==> config.mk <==
export PLATFORM = sky130hd
export DESIGN_NAME = tsi_host_bridge_flat
export DESIGN_NICKNAME = d
export VERILOG_FILES = /design/src/rtl/tsi_host_pkg.sv /design/src/rtl/tsi_host_bridge_if.sv /design/src/rtl/tsi_resp_fifo.sv /design/src/rtl/tsi_host_bridge.sv /design/src/flat_wrapper.sv
export SDC_FILE = /design/constraint.sdc
export NUM_CORES = 1
export LEC_CHECK = 0
export BUFFER_PORTS_ARGS = -buffer_cell sky130_fd_sc_hd__buf_4
export CORE_MARGIN = 2
export CORE_UTILIZATION = 47
export DETAILED_ROUTE_END_ITERATION = 12
export PLACE_DENSITY = 0.67
export SYNTH_ARGS = -nofsm -noshare
export SYNTH_HDL_FRONTEND = slang
export SYNTH_SLANG_ARGS = --single-unit
==> constraint.sdc <==
create_clock -name clock -period 6.2 [get_ports clock]
set_input_delay 1.86 -clock clock [delete_from_list [all_inputs] [get_ports clock]]
set_output_delay 1.86 -clock clock [all_outputs]
set_load 0.03 [all_outputs]
==> src/rtl/tsi_host_pkg.sv <==
// Shared types and constants for the host-side serial TileLink bridge.
`default_nettype none

package tsi_host_pkg;

  localparam int TSI_WORD_W = 32;

  localparam logic [TSI_WORD_W-1:0] TSI_CMD_READ  = 32'd0;
  localparam logic [TSI_WORD_W-1:0] TSI_CMD_WRITE = 32'd1;

  typedef enum logic [2:0] {
    S_IDLE    = 3'd0,
    S_CMD     = 3'd1,
    S_ADDR_LO = 3'd2,
    S_ADDR_HI = 3'd3,
    S_LEN_LO  = 3'd4,
    S_LEN_HI  = 3'd5,
    S_WDATA   = 3'd6,
    S_RDATA   = 3'd7
  } tsi_state_e;

endpackage

`default_nettype wire

==> src/rtl/tsi_host_bridge_if.sv <==
// Host request, write/read data and serial link signals of the TSI host bridge.
`default_nettype none

interface tsi_host_bridge_if
  import tsi_host_pkg::*;
#(
  parameter int ADDR_W = 64,
  parameter int LEN_W  = 16
);
  logic                  req_valid;
  logic                  req_ready;
  logic                  req_write;
  logic [ADDR_W-1:0]     req_addr;
  logic [LEN_W-1:0]      req_len;
  logic                  wdata_valid;
  logic                  wdata_ready;
  logic [TSI_WORD_W-1:0] wdata_bits;
  logic                  rdata_valid;
  logic                  rdata_ready;
  logic [TSI_WORD_W-1:0] rdata_bits;
  logic                  tl_out_valid;
  logic                  tl_out_ready;
  logic [TSI_WORD_W-1:0] tl_out_bits;
  logic                  tl_in_valid;
  logic                  tl_in_ready;
  logic [TSI_WORD_W-1:0] tl_in_bits;
  logic                  busy;
  logic                  err;

  modport slave (
    input  req_valid, req_write, req_addr, req_len,
    input  wdata_valid, wdata_bits, rdata_ready,
    input  tl_out_ready, tl_in_valid, tl_in_bits,
    output req_ready, wdata_ready, rdata_valid, rdata_bits,
    output tl_out_valid, tl_out_bits, tl_in_ready, busy, err
  );

  modport master (
    output req_valid, req_write, req_addr, req_len,
    output wdata_valid, wdata_bits, rdata_ready,
    output tl_out_ready, tl_in_valid, tl_in_bits,
    input  req_ready, wdata_ready, rdata_valid, rdata_bits,
    input  tl_out_valid, tl_out_bits, tl_in_ready, busy, err
  );
endinterface

`default_nettype wire

==> src/rtl/tsi_resp_fifo.sv <==
// Synchronous read-data FIFO with registered full/empty and an extra pointer bit for wrap detection.
`default_nettype none

module tsi_resp_fifo #(
  parameter int WIDTH = 32,
  parameter int DEPTH = 8
) (
  input  logic             clk_i,
  input  logic             rst_ni,
  input  logic             push_i,
  input  logic [WIDTH-1:0] data_i,
  input  logic             pop_i,
  output logic [WIDTH-1:0] data_o,
  output logic             full_o,
  output logic             empty_o
);
  localparam int AW = $clog2(DEPTH);

  logic [WIDTH-1:0] mem_q [DEPTH];
  logic [AW:0]      wr_q, wr_d, rd_q, rd_d;
  logic             full_q, full_d, empty_q, empty_d;
  logic             do_push, do_pop;

  assign do_push = push_i && !full_q;
  assign do_pop  = pop_i && !empty_q;

  always_comb begin
    wr_d = wr_q;
    rd_d = rd_q;
    if (do_push) wr_d = wr_q + (AW+1)'(1);
    if (do_pop)  rd_d = rd_q + (AW+1)'(1);
    empty_d = (wr_d == rd_d);
    full_d  = (wr_d[AW] != rd_d[AW]) && (wr_d[AW-1:0] == rd_d[AW-1:0]);
  end

  always_ff @(posedge clk_i or negedge rst_ni) begin
    if (!rst_ni) begin
      wr_q    <= '0;
      rd_q    <= '0;
      full_q  <= 1'b0;
      empty_q <= 1'b1;
    end else begin
      wr_q    <= wr_d;
      rd_q    <= rd_d;
      full_q  <= full_d;
      empty_q <= empty_d;
    end
  end

  always_ff @(posedge clk_i) begin
    if (do_push) mem_q[wr_q[AW-1:0]] <= data_i;
  end

  assign data_o  = mem_q[rd_q[AW-1:0]];
  assign full_o  = full_q;
  assign empty_o = empty_q;
endmodule

`default_nettype wire

==> src/rtl/tsi_host_bridge.sv <==
// Host-side serial TileLink master: frames one request at a time onto the link and buffers read data.
// Optional watchdog enabled by defining TSI_HOST_TIMEOUT_EN.
`default_nettype none

module tsi_host_bridge
  import tsi_host_pkg::*;
#(
  parameter int ADDR_W      = 64,
  parameter int LEN_W       = 16,
  parameter int RESP_DEPTH  = 8,
  parameter int TIMEOUT_CYC = 4096
) (
  input  logic              clock,
  input  logic              reset_n,
  tsi_host_bridge_if.slave  bus
);
  tsi_state_e            state_q;
  logic                  write_q;
  logic [ADDR_W-1:0]     addr_q;
  logic [LEN_W-1:0]      len_q;
  logic [LEN_W-1:0]      beat_q;
  logic [TSI_WORD_W-1:0] hdr_q;
  logic                  hdr_vld_q;

  logic [63:0]           w_addr64;
  logic                  w_in_wdata, w_wbeat, w_push, w_last;
  logic                  w_fifo_full, w_fifo_empty, w_tl_out_valid;
  logic                  w_tmo_hit;

  assign w_addr64   = 64'(addr_q);
  assign w_in_wdata = (state_q == S_WDATA);
  assign w_wbeat    = w_in_wdata && bus.wdata_valid && bus.tl_out_ready;
  assign w_push     = (state_q == S_RDATA) && bus.tl_in_valid && !w_fifo_full;
  assign w_last     = (beat_q == len_q);

  // Header words come from a register; write data passes straight through.
  assign w_tl_out_valid  = w_in_wdata ? bus.wdata_valid : hdr_vld_q;
  assign bus.tl_out_valid = w_tl_out_valid;
  assign bus.tl_out_bits  = w_in_wdata ? bus.wdata_bits : hdr_q;
  assign bus.wdata_ready  = w_in_wdata && bus.tl_out_ready;
  assign bus.tl_in_ready  = (state_q == S_RDATA) && !w_fifo_full;
  assign bus.req_ready    = (state_q == S_IDLE);
  assign bus.busy         = (state_q != S_IDLE);
  assign bus.rdata_valid  = !w_fifo_empty;

  always_ff @(posedge clock or negedge reset_n) begin
    if (!reset_n) begin
      state_q   <= S_IDLE;
      write_q   <= 1'b0;
      addr_q    <= '0;
      len_q     <= '0;
      beat_q    <= '0;
      hdr_q     <= '0;
      hdr_vld_q <= 1'b0;
    end else begin
      unique case (state_q)
        S_IDLE: if (bus.req_valid) begin
          write_q   <= bus.req_write;
          addr_q    <= bus.req_addr;
          len_q     <= bus.req_len;
          beat_q    <= '0;
          hdr_q     <= bus.req_write ? TSI_CMD_WRITE : TSI_CMD_READ;
          hdr_vld_q <= 1'b1;
          state_q   <= S_CMD;
        end
        S_CMD: if (bus.tl_out_ready) begin
          hdr_q   <= w_addr64[31:0];
          state_q <= S_ADDR_LO;
        end
        S_ADDR_LO: if (bus.tl_out_ready) begin
          hdr_q   <= w_addr64[63:32];
          state_q <= S_ADDR_HI;
        end
        S_ADDR_HI: if (bus.tl_out_ready) begin
          hdr_q   <= TSI_WORD_W'(len_q);
          state_q <= S_LEN_LO;
        end
        S_LEN_LO: if (bus.tl_out_ready) begin
          hdr_q   <= '0;
          state_q <= S_LEN_HI;
        end
        S_LEN_HI: if (bus.tl_out_ready) begin
          hdr_vld_q <= 1'b0;
          state_q   <= write_q ? S_WDATA : S_RDATA;
        end
        S_WDATA: if (w_wbeat) begin
          if (w_last) state_q <= S_IDLE;
          else        beat_q  <= beat_q + LEN_W'(1);
        end
        S_RDATA: if (w_push) begin
          if (w_last) state_q <= S_IDLE;
          else        beat_q  <= beat_q + LEN_W'(1);
        end
        default: state_q <= S_IDLE;
      endcase
      if (w_tmo_hit) begin
        state_q   <= S_IDLE;
        hdr_vld_q <= 1'b0;
      end
    end
  end

`ifdef TSI_HOST_TIMEOUT_EN
  localparam int TMO_W = $clog2(TIMEOUT_CYC + 1);

  logic [TMO_W-1:0] tmo_q;
  logic             err_q;
  logic             w_tmo_cnt;

  // Counts starved read cycles and stalled link words alike.
  assign w_tmo_cnt = ((state_q == S_RDATA) && !w_push) || (w_tl_out_valid && !bus.tl_out_ready);
  assign w_tmo_hit = w_tmo_cnt && (tmo_q == TMO_W'(TIMEOUT_CYC - 1));

  always_ff @(posedge clock or negedge reset_n) begin
    if (!reset_n) begin
      tmo_q <= '0;
      err_q <= 1'b0;
    end else begin
      tmo_q <= (w_tmo_cnt && !w_tmo_hit) ? tmo_q + TMO_W'(1) : '0;
      if (w_tmo_hit) err_q <= 1'b1;
    end
  end

  assign bus.err = err_q;
`else
  logic unused_tmo;
  assign unused_tmo = (TIMEOUT_CYC > 0);
  assign w_tmo_hit  = 1'b0;
  assign bus.err    = 1'b0;
`endif

  tsi_resp_fifo #(
    .WIDTH (TSI_WORD_W),
    .DEPTH (RESP_DEPTH)
  ) u_resp_fifo (
    .clk_i   (clock),
    .rst_ni  (reset_n),
    .push_i  (w_push),
    .data_i  (bus.tl_in_bits),
    .pop_i   (bus.rdata_ready),
    .data_o  (bus.rdata_bits),
    .full_o  (w_fifo_full),
    .empty_o (w_fifo_empty)
  );
endmodule

`default_nettype wire
==> src/flat_wrapper.sv <==
// flat-port wrapper written by rule: the top's interface ports become plain ports
module tsi_host_bridge_flat import tsi_host_pkg::*;
#(
  parameter int ADDR_W      = 64,
  parameter int LEN_W       = 16,
  parameter int RESP_DEPTH  = 8,
  parameter int TIMEOUT_CYC = 4096
)
  (clock, reset_n, bus_req_valid, bus_req_write, bus_req_addr, bus_req_len, bus_wdata_valid, bus_wdata_bits, bus_rdata_ready, bus_tl_out_ready, bus_tl_in_valid, bus_tl_in_bits, bus_req_ready, bus_wdata_ready, bus_rdata_valid, bus_rdata_bits, bus_tl_out_valid, bus_tl_out_bits, bus_tl_in_ready, bus_busy, bus_err);
  tsi_host_bridge_if #(.ADDR_W(ADDR_W), .LEN_W(LEN_W)) bus_i ();
  input  logic clock;
  input  logic reset_n;
  input wire logic [$bits(bus_i.req_valid)-1:0] bus_req_valid;
  input wire logic [$bits(bus_i.req_write)-1:0] bus_req_write;
  input wire logic [$bits(bus_i.req_addr)-1:0] bus_req_addr;
  input wire logic [$bits(bus_i.req_len)-1:0] bus_req_len;
  input wire logic [$bits(bus_i.wdata_valid)-1:0] bus_wdata_valid;
  input wire logic [$bits(bus_i.wdata_bits)-1:0] bus_wdata_bits;
  input wire logic [$bits(bus_i.rdata_ready)-1:0] bus_rdata_ready;
  input wire logic [$bits(bus_i.tl_out_ready)-1:0] bus_tl_out_ready;
  input wire logic [$bits(bus_i.tl_in_valid)-1:0] bus_tl_in_valid;
  input wire logic [$bits(bus_i.tl_in_bits)-1:0] bus_tl_in_bits;
  output wire logic [$bits(bus_i.req_ready)-1:0] bus_req_ready;
  output wire logic [$bits(bus_i.wdata_ready)-1:0] bus_wdata_ready;
  output wire logic [$bits(bus_i.rdata_valid)-1:0] bus_rdata_valid;
  output wire logic [$bits(bus_i.rdata_bits)-1:0] bus_rdata_bits;
  output wire logic [$bits(bus_i.tl_out_valid)-1:0] bus_tl_out_valid;
  output wire logic [$bits(bus_i.tl_out_bits)-1:0] bus_tl_out_bits;
  output wire logic [$bits(bus_i.tl_in_ready)-1:0] bus_tl_in_ready;
  output wire logic [$bits(bus_i.busy)-1:0] bus_busy;
  output wire logic [$bits(bus_i.err)-1:0] bus_err;
  assign bus_i.req_valid = bus_req_valid;
  assign bus_i.req_write = bus_req_write;
  assign bus_i.req_addr = bus_req_addr;
  assign bus_i.req_len = bus_req_len;
  assign bus_i.wdata_valid = bus_wdata_valid;
  assign bus_i.wdata_bits = bus_wdata_bits;
  assign bus_i.rdata_ready = bus_rdata_ready;
  assign bus_i.tl_out_ready = bus_tl_out_ready;
  assign bus_i.tl_in_valid = bus_tl_in_valid;
  assign bus_i.tl_in_bits = bus_tl_in_bits;
  assign bus_req_ready = bus_i.req_ready;
  assign bus_wdata_ready = bus_i.wdata_ready;
  assign bus_rdata_valid = bus_i.rdata_valid;
  assign bus_rdata_bits = bus_i.rdata_bits;
  assign bus_tl_out_valid = bus_i.tl_out_valid;
  assign bus_tl_out_bits = bus_i.tl_out_bits;
  assign bus_tl_in_ready = bus_i.tl_in_ready;
  assign bus_busy = bus_i.busy;
  assign bus_err = bus_i.err;
  tsi_host_bridge #(.ADDR_W(ADDR_W), .LEN_W(LEN_W), .RESP_DEPTH(RESP_DEPTH), .TIMEOUT_CYC(TIMEOUT_CYC)) u_core (.clock(clock), .reset_n(reset_n), .bus(bus_i));
endmodule
; ---- Yosys cells after proc, flatten, opt, wreduce, memory -nomap -nowiden
; Memories as Yosys holds them, arrays and structs flattened.
; Index checks and enable logic that the tools add are counted.
[op_classes]
add_sub_neg = 3
n_eq_ne = 19
mux = 32
reduce_logical = 21
[op_table]
columns = operator, n
row1 = two-way mux 32 bit, 6
row2 = case mux 32 bit (5 select lines), 1
row3 = two-way mux 16 bit, 4
row4 = case mux 16 bit (3 select lines), 1
row5 = two-way mux 3 bit, 9
row6 = case mux 3 bit (8 select lines), 1
row7 = "adder 16 x 1 -> 16 bit, second input constant", 1
row8 = == test 16 bit, 1
row9 = "inequality test 2 bit, second input constant", 8
row10 = "== test 3 bit, second input constant", 4
row11 = logical AND 1 bit, 9
row12 = "adder 4 x 1 -> 4 bit, second input constant", 2
row13 = two-way mux 4 bit, 2
row14 = AND reduction 8 bit, 1
row15 = two-way mux 1 bit, 7
row16 = "== test 3 x 2 -> 1 bit, second input constant", 2
row17 = AND reduction 6 bit, 1
row18 = nonzero test 3 bit, 2
row19 = nonzero test 5 bit, 1
row20 = == test 4 bit, 1
row21 = AND reduction 4 bit, 1
row22 = "== test 3 x 1 -> 1 bit, second input constant", 1
row23 = == test 3 bit, 1
row24 = logical NOT 3 bit, 1
row25 = other kinds (6), 7
[totals]
register_bits = 143
ram_bits = 256
inputBits = 152
output_inout_bits = 71
wordCells = 87
n_memories = 1
[memory_table]
columns = memory, words, word_bits, rd, rd_clocked_by_memory_dff, wr, line
row1 = u_core.u_resp_fifo.mem_q, 8, 32, 1, 0, 1, tsi_resp_fifo.sv:19  ; logic [WIDTH-1:0] mem_q [DEPTH];

; ---- Depth between registers and ports, before layout
; Gate-level depths: netlist of run 1.
[depth]
word_depth = 7
ltp_mapped = 9
depth_no_buf = 6

; ---- Modules after synthesis
; From an unflattened synthesis of run 1, not the netlist that was laid out.
[unflattened]
cells_unflattened = 1141
area_unflattened_um2 = 16688.5
[modules_own_cells]
columns = mod, instances, cells_per_inst, area_per_inst_um2, seq_area_each_um2
row1 = tsi_resp_fifo, 1, 417, 10221.1, 7938.9
row2 = tsi_host_bridge, 1, 724, 6467.5, 3328.2

; ---- Worst setup path after synthesis of run 1
; No wires, ideal clock.
[synth_timing]
path_type = input to register
start = input port bus_tl_in_valid
end = memory u_core.u_resp_fifo.mem_q[0][0], enable pin
setup_ps = 501
t_arrival_ps = 4995
required_ps = 5699
setup_slack_ps = 704
path_stages = 2
cell_sequence = nand2_4 nor4_1
[synth_via]
elab_chain_cells = 5
[synth_lines]
columns = element, line
row1 = "start, declared", flat_wrapper.sv:21  ; input wire logic [$bits(bus_i.tl_in_valid)-1:0] bus_tl_in_valid;
row2 = logical AND 1 bit (2 in a row), tsi_host_bridge.sv:33  ; assign w_push = (state_q == S_RDATA) && bus.tl_in_valid && !w_fifo_full;
row3 = logical AND 1 bit, tsi_resp_fifo.sv:24  ; assign do_push = push_i && !full_q;
row4 = two-way mux 1 bit, tsi_resp_fifo.sv:51  ; if (do_push) mem_q[wr_q[AW-1:0]] <= data_i;
row5 = two-way mux 1 bit (implied by the code), tsi_resp_fifo.sv:51
row6 = "end, declared", tsi_resp_fifo.sv:19
; Every way passes these cells.

; ---- Final worst setup path of run 1
[layout_timing]
start = register u_core.u_resp_fifo.rd_q[1]
end = output port bus_rdata_bits[25]
[layout_via]
elab_chain_cells = 1
[layout_lines]
columns = element, line
row1 = "start, declared", tsi_resp_fifo.sv:20  ; logic [AW:0] wr_q, wr_d, rd_q, rd_d;
row2 = "start signal, assigned", tsi_resp_fifo.sv:44  ; rd_q <= rd_d;
row3 = memory (8 x 32 bit), --
row4 = "end, declared", flat_wrapper.sv:26  ; output wire logic [$bits(bus_i.rdata_bits)-1:0] bus_rdata_bits;
; Every way passes these cells.

==> results of run 1 <==
[critical path, delay by kind of cell (launching register included)]
| kind | cells | cell delay [ns] |
|---|---|---|
| buf+inv | 2 | 0.80 |
| flops | 1 | 0.79 |
| mux | 2 | 0.72 |
[final cells by class]
class	instances	area, um^2
timing repair buffer	240	1818
tap	461	576.8
fill	2812	15140
clock buffer	49	1077
inverter	10	37.54
clock inverter	22	232.7
sequential	399	11270
multi-input combinational	668	5152
[cell families after synthesis]
| kind of cell | after synthesis | share of synthesized area (%) |
|---|---|---|
| other | 1 | 0.02246 |
| AO/OA/AOI/OAI | 116 | 4.677 |
| flip-flops | 399 | 67.49 |
| multiplexers | 153 | 14.51 |
| AND/OR/NAND/NOR | 368 | 9.631 |
| XOR/XNOR | 26 | 1.364 |
| buffers and inverters | 73 | 2.024 |
| adder cells (fa/ha/maj) | 4 | 0.2848 |
[cell usage after synthesis, drive strengths merged (4+ instances only)]
master	n	area (um^2)
nor4	9	71.32
o21ai	23	115.1
and3	9	56.30
a21oi	38	197.7
mux2	69	780.7
clkbuf	32	120.1
a221o	8	80.08
nand3	9	57.56
buf	31	180.2
nand4	6	37.54
xor2	21	183.9
nor3	10	50.05
edfxtp	256	7687
nand2b	4	25.02
mux4	64	1441
xnor2	5	43.79
inv	10	37.54
mux2i	20	200.2
nor2	46	177.7
a31oi	4	25.02
o21a	15	112.6
a22oi	16	120.1
nand2	257	972.2
dfrtp	142	3553
[stage by stage]
stage | hold slack, ns | cells | utilization, % | area, um^2
2_1_floorplan | 0.4369 | 1140 | - | 16690
6_report | 0.4722 | 1849 | 57.12 | 20170
3_3_place_gp | 0.4490 | 1778 | 53.41 | 18860
3_5_place_dp | 0.4581 | 1778 | 53.41 | 18860
4_1_cts | 0.4766 | 1849 | 57.12 | 20170
5_1_grt | 0.4943 | 1849 | 57.12 | 20170
[state kept, by name, indices dropped and copies added (netlist names)]
signal / count
u_core.u_resp_fifo.empty_o: 1
u_core.u_resp_fifo.rd_q: 4
u_core.u_resp_fifo.full_o: 1
u_core.hdr_q: 32
u_core.u_resp_fifo.wr_q: 4
u_core.write_q: 1
u_core.hdr_vld_q: 1
u_core.state_q: 3
u_core.addr_q: 64
u_core.beat_q: 16
u_core.u_resp_fifo.mem_q: 256
u_core.len_q: 16
[power by group through the flow]
stage	logic [mW]	clock network (mW)	registers [mW]
finish	3.66	2.41	3.91
global route	4.00	2.58	4.00
CTS	3.72	2.47	3.92
detailed placement	3.71	0	3.97
global placement	3.66	0	3.95
floorplan	2.78	0	3.71
[placed cells by master (no fill, tap or decap), drive strengths merged, types with 8 or more instances in the layout]
cell,instances
edfxtp,256
dfrtp,142
a221o,8
clkbuf,49
o21a,15
mux2,69
buf,240
o21ai,23
nor3,10
a21oi,38
and3,9
nand2,257
clkinv,16
mux4,64
mux2i,20
nor4,9
inv,11
nand3,9
xor2,21
a22oi,16
nor2,46
[worst min-delay path by stage]
stage	from	end	slack [ns]	depth (start not counted)
CTS	u_core.addr_q[45]$_DFFE_PN0P_	u_core.addr_q[45]$_DFFE_PN0P_	0.48	2
global placement	u_core.write_q$_DFFE_PN0P_	u_core.write_q$_DFFE_PN0P_	0.45	2
detailed placement	u_core.write_q$_DFFE_PN0P_	u_core.write_q$_DFFE_PN0P_	0.46	2
finish	u_core.addr_q[40]$_DFFE_PN0P_	u_core.addr_q[40]$_DFFE_PN0P_	0.47	2
global route	u_core.addr_q[3]$_DFFE_PN0P_	u_core.addr_q[3]$_DFFE_PN0P_	0.49	2
floorplan	u_core.write_q$_DFFE_PN0P_	u_core.write_q$_DFFE_PN0P_	0.44	2
[layer usage]
layer / vias up / routed length [um] / GRT usage [%]
met2: 319 / 17940 / 33.14
met3: 43 / 2463 / 3.892
li1: 4638 / - / -
met4: 0 / 586 / 4.110
met5: - / 0 / 0
met1: 5026 / 15920 / 28.54
==> results.json, run 1 <==
{
  "run_status": "finished clean",
  "core_area_um2": 35310,
  "max_stage_delay_ns": 0.79,
  "finalClockSkew_ns": 0.01123,
  "p_comb_share_pct": 36.7,
  "ant_nets": 0,
  "synth_async_sr_flop_share_pct": 35.84,
  "cap_violations": 0,
  "power_frac_clock_pct": 24.1,
  "grt_max_degree": 107,
  "finalSetupViolations": 0,
  "crit_slowest_cell": "dfrtp_2",
  "syn-cell-area_um2": 16690,
  "worst-setup-path-type": "flop to output port",
  "post_cts_buffers": 0,
  "synth.distinct_cells": 59,
  "path_clk_slew_ns": 0.06,
  "slew_violations": 0,
  "overflow": 0,
  "cts_inserted_buffers": 41,
  "worstReg2RegStart": "u_core.state_q[2]$_DFFE_PN0P_",
  "critPathCaptureType": "output port",
  "cellInternalPower_mw": 6.476,
  "drive_gt1_share_pct": 33.43,
  "grt_use_total_pct": 20.27,
  "grt_pass1_wl_um": 57760,
  "area_growth_pct": 20.80,
  "p_sw_mw": 3.509,
  "design.portCount": 223,
  "start_kind": "flop",
  "yosys_register_bits": 399,
  "period_share_pct": 76.04,
  "n_antenna_cell": 0,
  "peakVddDrop_mv": 0.2954,
  "wl_per_cell_um": 19.96,
  "syn-num-nets": 1295,
  "startpoint": "u_core.u_resp_fifo.rd_q[1]$_DFF_PN0_",
  "synth_edf_count": 256,
  "gp_congestion": 0.8052,
  "pre_cts_ws_ns": 1.916,
  "seq_area_frac_synth_pct": 67.49,
  "rows": 69,
  "htreeDepth": 2,
  "crit_required_ns": 4.34,
  "synth_ff_type": "edfxtp_1",
  "portBuffers": 221,
  "power_mw": 9.985,
  "rrSetupSlack_ns": 3.35,
  "fmax_mhz": 212.1,
  "r2r_cells": 7,
  "antenna_found_initial": 0,
  "dp_hpwl_um": 22360,
  "period_needed_ns": 4.714,
  "drc": 0,
  "path_cells": "buf_4 > mux4_2 > mux2_2 > buf_4",
  "cts_resized": 0,
  "firstDrtPassIters": 5,
  "die_w_um": 192.5,
  "crit_end": "bus_rdata_bits[25]",
  "die_area_um2": 37040,
  "worstMarginPinSlew_ns": 1.158,
  "path_max_fanout": 42,
  "first_global_vias": 10170,
  "post_drt_via_cell_ratio": 5.422,
  "fp.dieH_um": 192.5,
  "slew_headroom_pct": 22.19,
  "grt_setup_unrepaired": "false",
  "worst_slack_ns": 1.486,
  "drtIter0Drc": 635,
  "cp_common_cell": "buf_4",
  "power_density_nw_per_um2": 495.1,
  "num_vias": 10030,
  "cts_tree": "done",
  "cts-root-buf": "clkbuf_16",
  "numClockSinks": 399,
  "setup_tns_ns": 0,
  "fin_nets": 1515,
  "wl_um": 36900,
  "clk_path_buf_depth": 3,
  "timing.rr.end": "u_core.beat_q[10]$_DFFE_PN0P_",
  "syn_area_per_cell_um2": 14.64,
  "clock_latency_ns": 0.53,
  "yosys_warnings": 0,
  "seqPwrFrac_pct": 39.2,
  "swShare_pct": 35.14,
  "hold_class": "flop to flop",
  "hold_viol": 0,
  "postSynthCellCount": 1140,
  "ctsHoldBuffers": 0,
  "p_leak_nw": 8.138,
  "crit_arrival_ns": 2.85,
  "initial_utilization_pct": 47.28
}
No activity file was read; power rests on OpenSTA's default activity.
==> inputs of run 2 (changes only) <==
--- a/config.mk
+++ b/config.mk
@@ -5,6 +5,7 @@
 export SDC_FILE = /design/constraint.sdc
 export NUM_CORES = 1
 export LEC_CHECK = 0
+export ABC_AREA = 1
 export BUFFER_PORTS_ARGS = -buffer_cell sky130_fd_sc_hd__buf_4
 export CORE_MARGIN = 2
 export CORE_UTILIZATION = 47
==> constraint.sdc (replaced) <==
create_clock -name clock -period 4.63 [get_ports clock]
set_input_delay 1.389 -clock clock [delete_from_list [all_inputs] [get_ports clock]]
set_output_delay 1.389 -clock clock [all_outputs]
set_load 0.03 [all_outputs]
==> results.json, run 2 <==
{
  "seq_area_frac_synth_pct": 66.07,
  "area_growth_pct": 20.32,
  "numClockSinks": 399,
  "htreeDepth": 2,
  "largest_reg_flops": 256,
  "dpl-instance-area_um2": 19200,
  "fp.dieH_um": 194.5,
  "slew_headroom_pct": 40.59,
  "rows": 69,
  "ctsHoldBuffers": 0,
  "synth.distinct_cells": 38,
  "cap_violations": 0,
  "start_kind": "flop",
  "final_cell_mix": "nor2_1 (351), edfxtp_1 (256), nand2_1 (255)",
  "dp_hpwl_um": 26200,
  "period_needed_ns": 4.058,
  "layout_commonest_cell": "nor2_1",
  "syn-num-nets": 1856,
  "power_density_nw_per_um2": 634.8,
  "synth.top_cell.area_share_pct": 45.08,
  "syn-cell-area_um2": 17050,
  "hold_class": "flop to flop",
  "p_leak_nw": 8.542,
  "cts_inserted_buffers": 42,
  "fin_nets": 2056,
  "num_vias": 12600,
  "setup_tns_ns": 0,
  "cts_tree": "done",
  "yosysMostFrequentCell": "nor2_1",
  "post_drt_via_cell_ratio": 5.274,
  "drtIter0Drc": 1001,
  "path_max_fanout": 37,
  "grt_pass1_wl_um": 65720,
  "clock_latency_ns": 0.55,
  "worst_slack_ns": 0.5725,
  "antenna_found_initial": 0,
  "wl_um": 41360,
  "overflow": 0,
  "yosysTopAreaCell": "edfxtp_1",
  "drive_gt1_share_pct": 17.47,
  "portBuffers": 221,
  "cts_resized": 0,
  "core_area_um2": 35660,
  "stdcell_area_um2": 20520,
  "fmax_mhz": 246.5,
  "synth_area_leaders": "edfxtp_1 (45%), dfrtp_1 (21%), nor2_1 (7.8%)",
  "wl_per_cell_um": 17.31,
  "ant_nets": 0,
  "n_antenna_cell": 0,
  "postSynthCellCount": 1701,
  "worst-setup-path-type": "flop to output port",
  "hold_viol": 0,
  "pre_cts_ws_ns": 1.111,
  "first_global_vias": 12170,
  "critPathCaptureType": "output port",
  "worstMarginPinSlew_ns": 0.8912,
  "synth_common_cells": "nor2_1 (355), edfxtp_1 (256), nand2_1 (256)",
  "syn_area_per_cell_um2": 10.03,
  "yosys_warnings": 0,
  "finalClockSkew_ns": 0.02060,
  "crit_arrival_ns": 2.67,
  "multi_input_area_um2": 4903,
  "synth_edf_count": 256,
  "die_area_um2": 37820,
  "period_share_pct": 87.64,
  "regArea_um2": 11270,
  "timing.hold.ws_ns": 0.4763,
  "crit_required_ns": 3.24,
  "firstDrtPassIters": 5,
  "power_mw": 13.03,
  "slew_violations": 0,
  "post_cts_buffers": 0,
  "grt_max_degree": 132,
  "initial_utilization_pct": 47.83,
  "run_status": "finished clean",
  "grt_setup_unrepaired": "false",
  "synth_async_sr_flop_share_pct": 35.84,
  "drc": 0,
  "path_clk_slew_ns": 0.06,
  "nFillCells": 3033,
  "peakVddDrop_mv": 0.4748,
  "clk_path_buf_depth": 3,
  "synth_ff_type": "edfxtp_1",
  "design.portCount": 223,
  "gp_congestion": 0.8491,
  "cts-root-buf": "clkbuf_16",
  "yosys_register_bits": 399,
  "grt_use_total_pct": 21.90,
  "die_w_um": 194.5,
  "finalSetupViolations": 0
}
-- run 2: path summary, 6_finish.rpt --
path	from	to	slack (ns)	depth (start not counted)
min	u_core.hdr_q[24]$_DFFE_PN0P_	u_core.hdr_q[24]$_DFFE_PN0P_	0.48	2
min in group asynchronous	reset_n	u_core.addr_q[10]$_DFFE_PN0P_	0.87	1
max	u_core.u_resp_fifo.rd_q[0]$_DFF_PN0_	bus_rdata_bits[9]	0.57	7
max reg2reg	u_core.state_q[2]$_DFFE_PN0P_	u_core.u_resp_fifo.mem_q[1][6]$_DFFE_PP_	2.21	7
max in group asynchronous	reset_n	u_core.len_q[2]$_DFFE_PN0P_	2.93	2
min reg2reg	u_core.hdr_q[24]$_DFFE_PN0P_	u_core.hdr_q[24]$_DFFE_PN0P_	0.48	2
-- run 2: final cells by class --
type                    count  area share, %
well taps                 461          2.811
clock inverters            16          1.018
clock buffers              56          5.379
multi-input cells        1065          23.90
flip-flops and latches    399          54.94
inverters                 148          2.726
repair buffers            245          9.227
-- run 2: through the flow --
step                instances  util [%]
finish                   2390     57.54
global route             2390     57.54
CTS                      2390     57.54
detailed placement       2318     53.86
global placement         2318     53.86
floorplan                1701         -
-- run 2: worst max-delay path: stages, from the launching register on --
cell and delay, ns:
dfrtp_4 0.49, inv_2 0.48, buf_4 0.38, o21ai_0 0.12, o22ai_1 0.14, nor2_1 0.05
a31oi_1 0.24, buf_4 0.21
-- run 2: metal layers --
layer | global-route usage [%] | wire length [um] | share of wire [%] | vias to the layer above
met4 | 7.806 | 1293 | 3.1 | 0
met2 | 35.44 | 19610 | 47 | 393
met3 | 3.071 | 2481 | 6.0 | 79
li1 | - | - | - | 6114
met1 | 30.45 | 17980 | 43 | 6018
met5 | 0 | 0 | 0 | -
-- run 2: report_power, final --
group	switching, mW	total (mW)	internal [mW]	leakage, nW
Sequential	0.216	4.54	4.33	3.98
Clock	1.36	3.21	1.86	0.632
Combinational	3.58	5.27	1.69	3.93
Total	5.15	13.0	7.87	8.54
-- run 2: kinds of logic after synthesis --
kind of cell	Yosys count	synth area share, %
buffers and inverters	237	5.547
adders and majority gates	3	0.2201
DFF	399	66.07
other	1	0.02199
and+or+nand+nor	677	15.88
xor gates and xnor gates	7	0.4036
AOI/OAI and AO/OA	377	11.86
==> inputs of run 3 (changes only) <==
--- a/config.mk
+++ b/config.mk
@@ -11,6 +11,7 @@
 export CORE_UTILIZATION = 47
 export DETAILED_ROUTE_END_ITERATION = 12
 export PLACE_DENSITY = 0.67
+export RECOVER_POWER = 100
 export SYNTH_ARGS = -nofsm -noshare
 export SYNTH_HDL_FRONTEND = slang
 export SYNTH_SLANG_ARGS = --single-unit
==> results.json, run 3 (synthesis gave the netlist of run 2 again) <==
{
  "violations": "capacitance limit, slew limit",
  "largest_reg_flops": 256,
  "p_leak_nw": 8.129,
  "slew_headroom_pct": -86.12,
  "crit_end": "bus_tl_out_bits[7]",
  "ant_nets": 0,
  "slew_violations": 304,
  "first_global_vias": 12170,
  "rows": 69,
  "num_vias": 12670,
  "htreeDepth": 2,
  "fin_nets": 2056,
  "path_max_fanout": 48,
  "finalClockSkew_ns": 0.02302,
  "initial_utilization_pct": 47.83,
  "cts-root-buf": "clkbuf_16",
  "drtIter0Drc": 937,
  "fp.dieH_um": 194.5,
  "gp_congestion": 0.8491,
  "period_needed_ns": 4.255,
  "worst-setup-path-type": "flop to output port",
  "final_cell_mix": "nor2_1 (356), nand2_1 (260), edfxtp_1 (256)",
  "run_status": "finished with violations",
  "grt_pass1_wl_um": 65720,
  "post_drt_via_cell_ratio": 5.301,
  "worstReg2RegStart": "u_core.state_q[2]$_DFFE_PN0P_",
  "layout_commonest_cell": "nor2_1",
  "timing.rr.end": "u_core.u_resp_fifo.mem_q[4][28]$_DFFE_PP_",
  "overflow": 0,
  "stdcell_area_um2": 20010,
  "die_area_um2": 37820,
  "wl_per_cell_um": 17.33,
  "critPathCaptureType": "output port",
  "dpl-instance-area_um2": 19200,
  "grt_setup_unrepaired": "false",
  "post_cts_buffers": 0,
  "cts_resized": 0,
  "hold_viol": 0,
  "finalSetupViolations": 0,
  "startpoint": "u_core.state_q[2]$_DFFE_PN0P_",
  "power_density_nw_per_um2": 635.2,
  "hold_class": "flop to flop",
  "drc": 0,
  "die_w_um": 194.5,
  "cts_tree": "done",
  "path_clk_slew_ns": 0.05,
  "clk_path_buf_depth": 3,
  "area_growth_pct": 17.32,
  "rrSetupSlack_ns": 0.69,
  "wl_um": 41450,
  "clock_latency_ns": 0.55,
  "crit_required_ns": 3.24,
  "grt_use_total_pct": 21.90,
  "period_share_pct": 91.91,
  "crit_arrival_ns": 2.87,
  "start_kind": "flop",
  "antenna_found_initial": 2,
  "fmax_mhz": 235.0,
  "numClockSinks": 399,
  "core_area_um2": 35660,
  "design.portCount": 223,
  "power_mw": 12.71,
  "grt_max_degree": 132,
  "worstMarginPinSlew_ns": 2.785,
  "firstDrtPassIters": 5,
  "portBuffers": 221,
  "cts_inserted_buffers": 42,
  "ctsHoldBuffers": 0,
  "setup_tns_ns": 0,
  "r2r_cells": 7,
  "cap_violations": 7,
  "drive_gt1_share_pct": 11.35,
  "dp_hpwl_um": 26200,
  "peakVddDrop_mv": 0.4431
}
-- run 3: changes by cell type in the layout (fill, tap and decap cells not counted), moves of 4 or more --
cell,previous run,this run
buf_4,240,133
clkbuf_1,14,114
clkbuf_2,0,7
nand2_1,255,260
nor2_1,351,356
nor2_4,7,2
nor3_1,8,12
-- run 3: worst min path at each step --
stage / from / cells past startpoint / to
after floorplan: u_core.write_q$_DFFE_PN0P_ / 2 / u_core.write_q$_DFFE_PN0P_
after global placement: u_core.write_q$_DFFE_PN0P_ / 2 / u_core.write_q$_DFFE_PN0P_
after detailed placement: u_core.hdr_q[18]$_DFFE_PN0P_ / 2 / u_core.hdr_q[18]$_DFFE_PN0P_
after CTS: u_core.hdr_q[18]$_DFFE_PN0P_ / 2 / u_core.hdr_q[18]$_DFFE_PN0P_
after global routing: u_core.hdr_q[17]$_DFFE_PN0P_ / 2 / u_core.hdr_q[17]$_DFFE_PN0P_
final: u_core.hdr_q[24]$_DFFE_PN0P_ / 2 / u_core.hdr_q[24]$_DFFE_PN0P_
-- run 3: stage by stage --
step / util [%] / hold slack, ns / setup WS, ns / cells
floorplan: - / 0.4479 / 0.2864 / 1701
global placement: 53.86 / 0.4650 / 1.125 / 2318
detailed placement: 53.86 / 0.4652 / 1.111 / 2318
CTS: 57.54 / 0.4812 / 0.5287 / 2390
global route: 56.11 / 0.5010 / 0.1753 / 2391
finish: 56.11 / 0.4762 / 0.3747 / 2391
-- run 3: routing by layer --
| metal | up-vias | routed length [um] | GRT usage, % |
|---|---|---|---|
| met4 | 2 | 1188 | 7.806 |
| met1 | 6086 | 17880 | 30.45 |
| li1 | 6119 | - | - |
| met3 | 76 | 2658 | 3.071 |
| met2 | 391 | 19710 | 35.44 |
| met5 | - | 13 | 0 |
-- run 3: layout make-up --
type                    count  area (um^2)
clock inverters            16        209.0
inverters                 148        558.0
repair buffers            245         1496
multi-input cells        1065         4787
diodes                      1        2.502
fillers                  3157        15650
flip-flops and latches    399        11270
well taps                 461        576.8
clock buffers              56         1104
-- run 3: critical path: stages (launching register included) --
cell      delay [ns]
dfrtp_1         0.52
inv_1           0.20
nor3_1          0.29
clkbuf_2        0.70
nand2_1         0.09
o21ai_0         0.16
clkbuf_1        0.35
-- run 3: where the power goes --
| group | leakage, nW | switching, mW | internal, mW | total, mW |
|---|---|---|---|---|
| clock | 0.632 | 1.35 | 1.86 | 3.20 |
| sequential | 3.98 | 0.214 | 4.33 | 4.54 |
| combinational | 3.52 | 3.55 | 1.42 | 4.96 |
| total | 8.13 | 5.11 | 7.60 | 12.7 |
